==> src/rtl/bop_pkg.sv <==
// Shared types and defaults for the buffer-overflow protection controller.
package bop_pkg;

  typedef enum logic [2:0] {
    DISABLED,
    ARMING,
    ARMED,
    REPORT,
    CLEAR
  } bop_ctrl_state_e;

  localparam int BOP_ARM_DELAY    = 4;
  localparam int BOP_CLEAR_CYCLES = 8;
  localparam int BOP_CNT_W        = 16;
  localparam int BOP_CNT_MAX_W    = 32;

  // cnt is stored at full width; the controller exposes only its low CNT_W bits
  typedef struct packed {
    logic [31:0]              pc;
    logic [BOP_CNT_MAX_W-1:0] cnt;
  } bop_crash_t;

  function automatic int bop_max(input int a, input int b);
    return (a > b) ? a : b;
  endfunction

endpackage

==> src/rtl/bop_timer.sv <==
// Loadable down-counter with a zero flag, shared by the arming and clearing phases.
module bop_timer #(
  parameter int W = 4
) (
  input  logic         clk_i,
  input  logic         rst_ni,
  input  logic         load_i,
  input  logic [W-1:0] load_val_i,
  output logic         zero_o
);

  logic [W-1:0] count_q;

  always_ff @(posedge clk_i or negedge rst_ni) begin
    if (!rst_ni) begin
      count_q <= '0;
    end else if (load_i) begin
      count_q <= load_val_i;
    end else if (count_q != '0) begin
      count_q <= count_q - W'(1);
    end
  end

  assign zero_o = (count_q == '0);

endmodule

==> src/rtl/bop_crash_ctrl.sv <==
// Sequencer for the BOP datapath: arms bop_unit, filters its crash flag, reports
// each attack through valid/ready and then clears the circular buffer.
module bop_crash_ctrl
  import bop_pkg::*;
#(
  parameter int ARM_DELAY    = BOP_ARM_DELAY,
  parameter int CLEAR_CYCLES = BOP_CLEAR_CYCLES,
  parameter int CNT_W        = BOP_CNT_W
) (
  input  logic             clk_i,
  input  logic             rst_ni,
  input  logic             cfg_en_i,
  input  logic             cfg_clear_i,
  input  logic             flush_i,
  input  logic             to_crash_i,
  input  logic [31:0]      pc_i,
  output logic             en_crash_o,
  output logic             rst_buf_o,
  output logic             crash_valid_o,
  input  logic             crash_ready_i,
  output logic [31:0]      crash_pc_o,
  output logic [CNT_W-1:0] crash_cnt_o,
  output logic             busy_o
);

  localparam int TW = $clog2(bop_max(ARM_DELAY, CLEAR_CYCLES) + 1);
  // Timer is loaded with N-1 so that the zero flag marks the N-th cycle in the state
  localparam logic [TW-1:0] ARM_LOAD   = TW'((ARM_DELAY > 0) ? ARM_DELAY - 1 : 0);
  localparam logic [TW-1:0] CLEAR_LOAD = TW'(CLEAR_CYCLES - 1);
  localparam logic [BOP_CNT_MAX_W-1:0] CNT_MAX =
    {BOP_CNT_MAX_W{1'b1}} >> (BOP_CNT_MAX_W - CNT_W);

  bop_ctrl_state_e state_q;
  bop_crash_t      crash_q;
  logic            crash_ok;
  logic            timer_load;
  logic            timer_zero;
  logic [TW-1:0]   timer_val;

  assign crash_ok = to_crash_i & ~flush_i;

  always_comb begin
    timer_load = 1'b0;
    timer_val  = CLEAR_LOAD;
    case (state_q)
      DISABLED: begin
        timer_load = cfg_clear_i | (cfg_en_i & (ARM_DELAY > 0));
        if (!cfg_clear_i) timer_val = ARM_LOAD;
      end
      ARMED:   timer_load = ~crash_ok & cfg_clear_i;
      REPORT:  timer_load = crash_ready_i;
      default: timer_load = 1'b0;
    endcase
  end

  bop_timer #(.W(TW)) u_timer (
    .clk_i      (clk_i),
    .rst_ni     (rst_ni),
    .load_i     (timer_load),
    .load_val_i (timer_val),
    .zero_o     (timer_zero)
  );

  always_ff @(posedge clk_i or negedge rst_ni) begin
    if (!rst_ni) begin
      state_q <= DISABLED;
      crash_q <= '0;
    end else begin
      case (state_q)
        DISABLED: begin
          if (cfg_clear_i)   state_q <= CLEAR;
          else if (cfg_en_i) state_q <= (ARM_DELAY == 0) ? ARMED : ARMING;
        end
        ARMING: begin
          if (!cfg_en_i)       state_q <= DISABLED;
          else if (timer_zero) state_q <= ARMED;
        end
        ARMED: begin
          if (crash_ok) begin
            state_q    <= REPORT;
            crash_q.pc <= pc_i;
            if (crash_q.cnt < CNT_MAX) crash_q.cnt <= crash_q.cnt + BOP_CNT_MAX_W'(1);
          end else if (cfg_clear_i) begin
            state_q <= CLEAR;
          end else if (!cfg_en_i) begin
            state_q <= DISABLED;
          end
        end
        REPORT: begin
          if (crash_ready_i) state_q <= CLEAR;
        end
        CLEAR: begin
          if (timer_zero) state_q <= cfg_en_i ? ARMED : DISABLED;
        end
        default: state_q <= DISABLED;
      endcase
    end
  end

  assign en_crash_o    = (state_q == ARMED);
  assign rst_buf_o     = (state_q == CLEAR);
  assign crash_valid_o = (state_q == REPORT);
  assign busy_o        = (state_q == ARMING) || (state_q == REPORT) || (state_q == CLEAR);
  assign crash_pc_o    = crash_q.pc;
  assign crash_cnt_o   = crash_q.cnt[CNT_W-1:0];

endmodule

==> config.mk <==
export PLATFORM = sky130hd
export DESIGN_NAME = bop_crash_ctrl
export DESIGN_NICKNAME = d
export VERILOG_FILES = /design/src/rtl/bop_pkg.sv /design/src/rtl/bop_timer.sv /design/src/rtl/bop_crash_ctrl.sv
export SDC_FILE = /design/constraint.sdc
export NUM_CORES = 1
export LEC_CHECK = 0
export BUFFER_PORTS_ARGS = -buffer_cell sky130_fd_sc_hd__clkbuf_2
export CORE_MARGIN = 3
export CORE_UTILIZATION = 56
export DETAILED_ROUTE_END_ITERATION = 8
export MAX_ROUTING_LAYER = met4
export PLACE_DENSITY = 0.83
export SKIP_CTS_REPAIR_TIMING = 1
export SLEW_MARGIN = 20
export SYNTH_ARGS = -nofsm -noshare
export SYNTH_HDL_FRONTEND = slang
export SYNTH_SLANG_ARGS = --single-unit
==> constraint.sdc <==
create_clock -name clk_i -period 4 [get_ports clk_i]
set_input_delay 0.6 -clock clk_i [delete_from_list [all_inputs] [get_ports clk_i]]
set_output_delay 0.6 -clock clk_i [all_outputs]
set_load 0.05 [all_outputs]
# Word level (Yosys, flattened, before mapping)
# Cells that the tools add are included.
# word_totals
reg_bits	71
latchBits	0
mem_bits_rw	0
rom_bits	0
output_inout_bits	52
memories	0
# classes
addsub	2
mul	0
div	0
magnitude_cmp	1
eq_ne	9
shifts	0
mux	16
n_bitwise	5
n_reduce_logical	9
# ops
operator	n
32-bit by 1-bit adder with 32-bit output, second input constant	1
32-bit by 16-bit less-than comparator with 1-bit output, second input constant	1
3-bit 2-to-1 mux	10
3-bit case mux with 5 select lines	1
4-bit 2-to-1 mux	3
3-bit by 2-bit == test with 1-bit output, second input constant	2
3-bit != test, second input constant	2
5-bit AND reduction	1
4-bit logical NOT	1
2-bit by 1-bit != test with 1-bit output, second input constant	2
4-bit by 3-bit != test with 1-bit output, second input constant	1
4-bit nonzero test	1
4-bit by 1-bit subtractor with 4-bit output, second input constant	1
3-bit by 1-bit == test with 1-bit output, second input constant	1
3-bit == test, second input constant	1
3-bit logical NOT	1
1-bit case mux with 3 select lines	1
3-bit AND reduction	1
1-bit AND	2
1-bit logical OR	2
2-bit 2-to-1 mux	1
1-bit inverter	2
2-bit AND reduction	1
2-bit nonzero test	1
1-bit OR	1

# Longest topological paths before layout
# depth
ltp_word	6
ltp_mapped	7
depth_no_buf	6

# Modules after synthesis
# A second synthesis with hierarchy kept.
# unflattened
cells_unflattened	283
hier_area_um2	3365.7
# modules_own_cells
mod	n_inst	cells_per_inst	area_each_um2	seq_area_each_um2
bop_crash_ctrl	1	261	3131.8	1676.6
bop_timer	1	22	234.0	100.1

# Worst setup path after synthesis
# Ideal clock, no wire load.
# synth_timing
kind	flip-flop to output port
start	register state_q[0]
end	output crash_valid_o
arrival_time_ns	1.697
slack_ns	1.703
stages_incl_launch_ff	3
path_buffers	0
cell_sequence	dfrtp_1 inv_1 nor3b_1
# synth_via
elab_chain_cells	1
# synth_rtl
element	line_no	source
start, declared	bop_crash_ctrl.sv:33	bop_ctrl_state_e state_q;
start signal, assigned	bop_crash_ctrl.sv:72	else if (cfg_en_i) state_q <= (ARM_DELAY == 0) ? ARMED : ARMING;
start signal, assigned	bop_crash_ctrl.sv:93	if (timer_zero) state_q <= cfg_en_i ? ARMED : DISABLED;
3-bit by 2-bit == test with 1-bit output	bop_crash_ctrl.sv:102	assign crash_valid_o = (state_q == REPORT);
end, declared	bop_crash_ctrl.sv:19	output logic crash_valid_o,
# Every way passes these cells.

# Worst setup path in the final report
# layout_timing
start	register u_timer.count_q[0]
end	register state_q[1]
# layout_via
elab_chain_cells	3
# layout_rtl
element	line_no	source
start, declared	bop_timer.sv:12	logic [W-1:0] count_q;
start signal, assigned	bop_timer.sv:18	count_q <= load_val_i;
start signal, assigned	bop_timer.sv:20	count_q <= count_q - W'(1);
4-bit logical NOT *	bop_timer.sv:24	assign zero_o = (count_q == '0);
3-bit != test (no line) / 2-bit by 1-bit != test with 1-bit output (equally long branches)	-	
5-bit AND reduction (no line) *	-	
# Every way passes the cells marked *; elsewhere a longest branch is shown, timed or not.
# A chain may end at the register's enable or synchronous reset.

==> flow_summary.ini <==
[outcome]
outcome = complete, no violations

[sta]
setup_violations = 0
slew_headroom_pct = 38.4
finalMaxSlewViolations = 0
fin_crit_ps = 2290
finalHoldViolCount = 0
post-route-period-util_pct = 57.3
skew_ps = 8.12
worst_pin_slew_ps = 925
rsz0062_at_grt = no
fmax_mhz = 436
finalSetupTns_ps = 0

[yosys]
ys_types = 35
synth_area_sq_um = 3260
yosys-top-cells-area = dfrtp_1 55%, mux2_2 12%, buf_4 11%
synthCells = 273
yosys-top-cells-count = 71 x dfrtp_1, 48 x buf_4, 34 x mux2_2, 19 x clkbuf_1
synth-edff-count = 0
synth_warnings = 0
synth_flop_cell = dfrtp_1
async_flop_share_pct = 100
syn_area_per_cell_sq_um = 11.9
yosys.area.top_type_share_pct = 54.6
synth_top_area_cell = dfrtp_1
yosysMostFrequentCell = dfrtp_1
yosysSeqAreaShare_pct = 54.6
synth-seq-cells = 71
syn_nets = 314

[clock_network]
htreeDepth = 3
root_buffer = clkbuf_8
ctsLongestPathBuffers = 2
cts_sinks = 71
clk_pin_slew_worst_paths_ps = 70
cts_tree = built
cts_made_buffers = 9
clk_latency_ps = 320

[placement]
place.gp.congestion = 0.869
post-dp-hpwl_mm = 3.69
numPortBuffers = 90

[worst_setup_path]
worstPathRequired_ps = 4210
cp_data_arrival_time_ps = 2500
path_cells = inv_1, ha_1, nor3b_1, o32ai_1, a21oi_1, mux2_2
path_max_fanout = 5
endpoint_kind = register
worst_setup_path_start_kind = register
slowest_stage = nor3b_1
critical_path_class = register to register
crit_path_max_incr_delay_ps = 670

[cells_and_area]
drive_gt1_share_pct = 46.9
nets = 348
diodes = 0
final_util_pct = 64.0
syn_to_final_growth_pct = 9.57

[floorplanning]
die_height_um = 82.2
die-area_sq_um = 6760
coreArea_sq_um = 5570
rows = 27
die-width_um = 82.2
ios = 91
start_util_pct = 58.4

[route]
drtIter0Drc = 71
post-route-drc-count = 0
routedWlPerCell_um = 13.1
viasPerCell = 5.04
drt_wl_total_mm = 5.01
final_antenna_net_count = 0
vias = 1930
dr.pass1.iters = 4

[pwr]
irDropWorstVdd_v = 0.000452
p_leak_nw = 1.82
power_density_nw_per_um2 = 816

[grt]
grt_pass1_wl_mm = 8.24
grt_max_degree = 44
track_usage_pct = 16.5
antenna_found_initial = 0
grt_pass1_vias = 1923
overflow = 0

[worst_hold_path]
hp-class = register to register

[job]
drv_cap = 0
final cells by class:
| type | count | area [sq um] |
|---|---|---|
| well taps | 72 | 90.1 |
| flip-flops and latches | 71 | 1780 |
| fillers | 478 | 2010 |
| clock inverters | 3 | 42.5 |
| inverters | 6 | 22.5 |
| multi-input cells | 127 | 1010 |
| repair buffers | 92 | 465 |
| clock buffers | 12 | 155 |
worst paths after layout:
kind                                                 from  slack (ps)                           to  depth (start not counted)
max                        u_timer.count_q[0]$_DFFE_PN0P_        1710       state_q[1]$_DFFE_PN0P_                          6
min                               crash_q[31]$_DFFE_PN0P_         380      crash_q[31]$_DFFE_PN0P_                          0
max reg2reg                u_timer.count_q[0]$_DFFE_PN0P_        1710       state_q[1]$_DFFE_PN0P_                          6
min reg2reg                       crash_q[31]$_DFFE_PN0P_         380      crash_q[31]$_DFFE_PN0P_                          0
max in group asynchronous                          rst_ni        2690      crash_q[26]$_DFFE_PN0P_                          2
min in group asynchronous                          rst_ni         410  crash_cnt_o[11]$_DFFE_PN0P_                          1
power by group:
| part | total [mW] | internal [mW] | switching (mW) | leakage (nW) |
|---|---|---|---|---|
| Clock | 0.559 | 0.318 | 0.241 | 0.0985 |
| Combinational | 1.29 | 0.366 | 0.928 | 0.801 |
| Sequential | 1.06 | 0.924 | 0.135 | 0.920 |
placed cells by master (no fill, tap or decap), types with 2 or more instances in the layout:
cell type | netlist | routed
a21oi_1 | 5 | 5
buf_4 | 48 | 2
clkbuf_2 | 0 | 89
clkbuf_8 | 0 | 11
dfrtp_1 | 71 | 71
ha_1 | 2 | 2
inv_1 | 6 | 6
mux2_2 | 34 | 34
mux2i_1 | 4 | 4
nand2_1 | 11 | 11
nand2b_1 | 5 | 5
nand3_1 | 7 | 7
nand4_1 | 5 | 5
nor2_1 | 6 | 6
nor2b_1 | 3 | 3
nor3_1 | 4 | 4
nor3_2 | 2 | 2
nor3b_1 | 3 | 3
nor4_1 | 4 | 4
o21ai_0 | 2 | 2
o22ai_1 | 2 | 2
xnor2_1 | 11 | 11
xor2_1 | 5 | 5
sequential cells by signal, indices dropped and copies added, names as in the netlist:
name / flops
crash_cnt_o: 16
u_timer.count_q: 4
state_q: 3
crash_pc_o: 32
crash_q: 16
stage by stage:
| stage | cell area [sq um] | hold WS, ps | std cells | power [mW] | worst slack, ps |
|---|---|---|---|---|---|
| floorplan | 3260 | 304 | 273 | 2.33 | 1700 |
| global placement | 3370 | 365 | 368 | 2.35 | 1740 |
| detailed placement | 3370 | 367 | 368 | 2.38 | 1670 |
| CTS | 3570 | 382 | 383 | 2.94 | 1700 |
| global route | 3570 | 392 | 383 | 3.08 | 1560 |
| finish | 3570 | 378 | 383 | 2.91 | 1710 |
worst max-delay path: cells and delay by family, from the launching register on:
kind,cells,cell delay (ps)
AOI/OAI and AO/OA,2,450
muxes,1,370
adders and majority gates,1,220
buffers and inverters,1,90
DFF,1,370
and+or+nand+nor,1,670
per-layer routing:
metal | part of all wire, % | track usage, % | vias to the layer above
li1 | - | - | 929
met1 | 43 | 19.8 | 926
met2 | 49 | 26.6 | 67
met3 | 6.8 | 3.58 | 8
met4 | 1.3 | 7.48 | 0
met5 | 0 | - | -
cells by family (layout without fill, tap and decap cells):
group                    after synthesis  after routing  share of synthesized area (%)
buffers and inverters                 75            113                           14.3
flip-flops                            71             71                           54.6
AND/OR/NAND/NOR                       57             57                           10.4
multiplexers                          38             38                           13.0
XOR/XNOR                              16             16                           4.30
AO/OA/AOI/OAI                         14             14                           2.69
adder cells (fa/ha/maj)                2              2                          0.769
No activity file was read; power rests on OpenSTA's default activity.
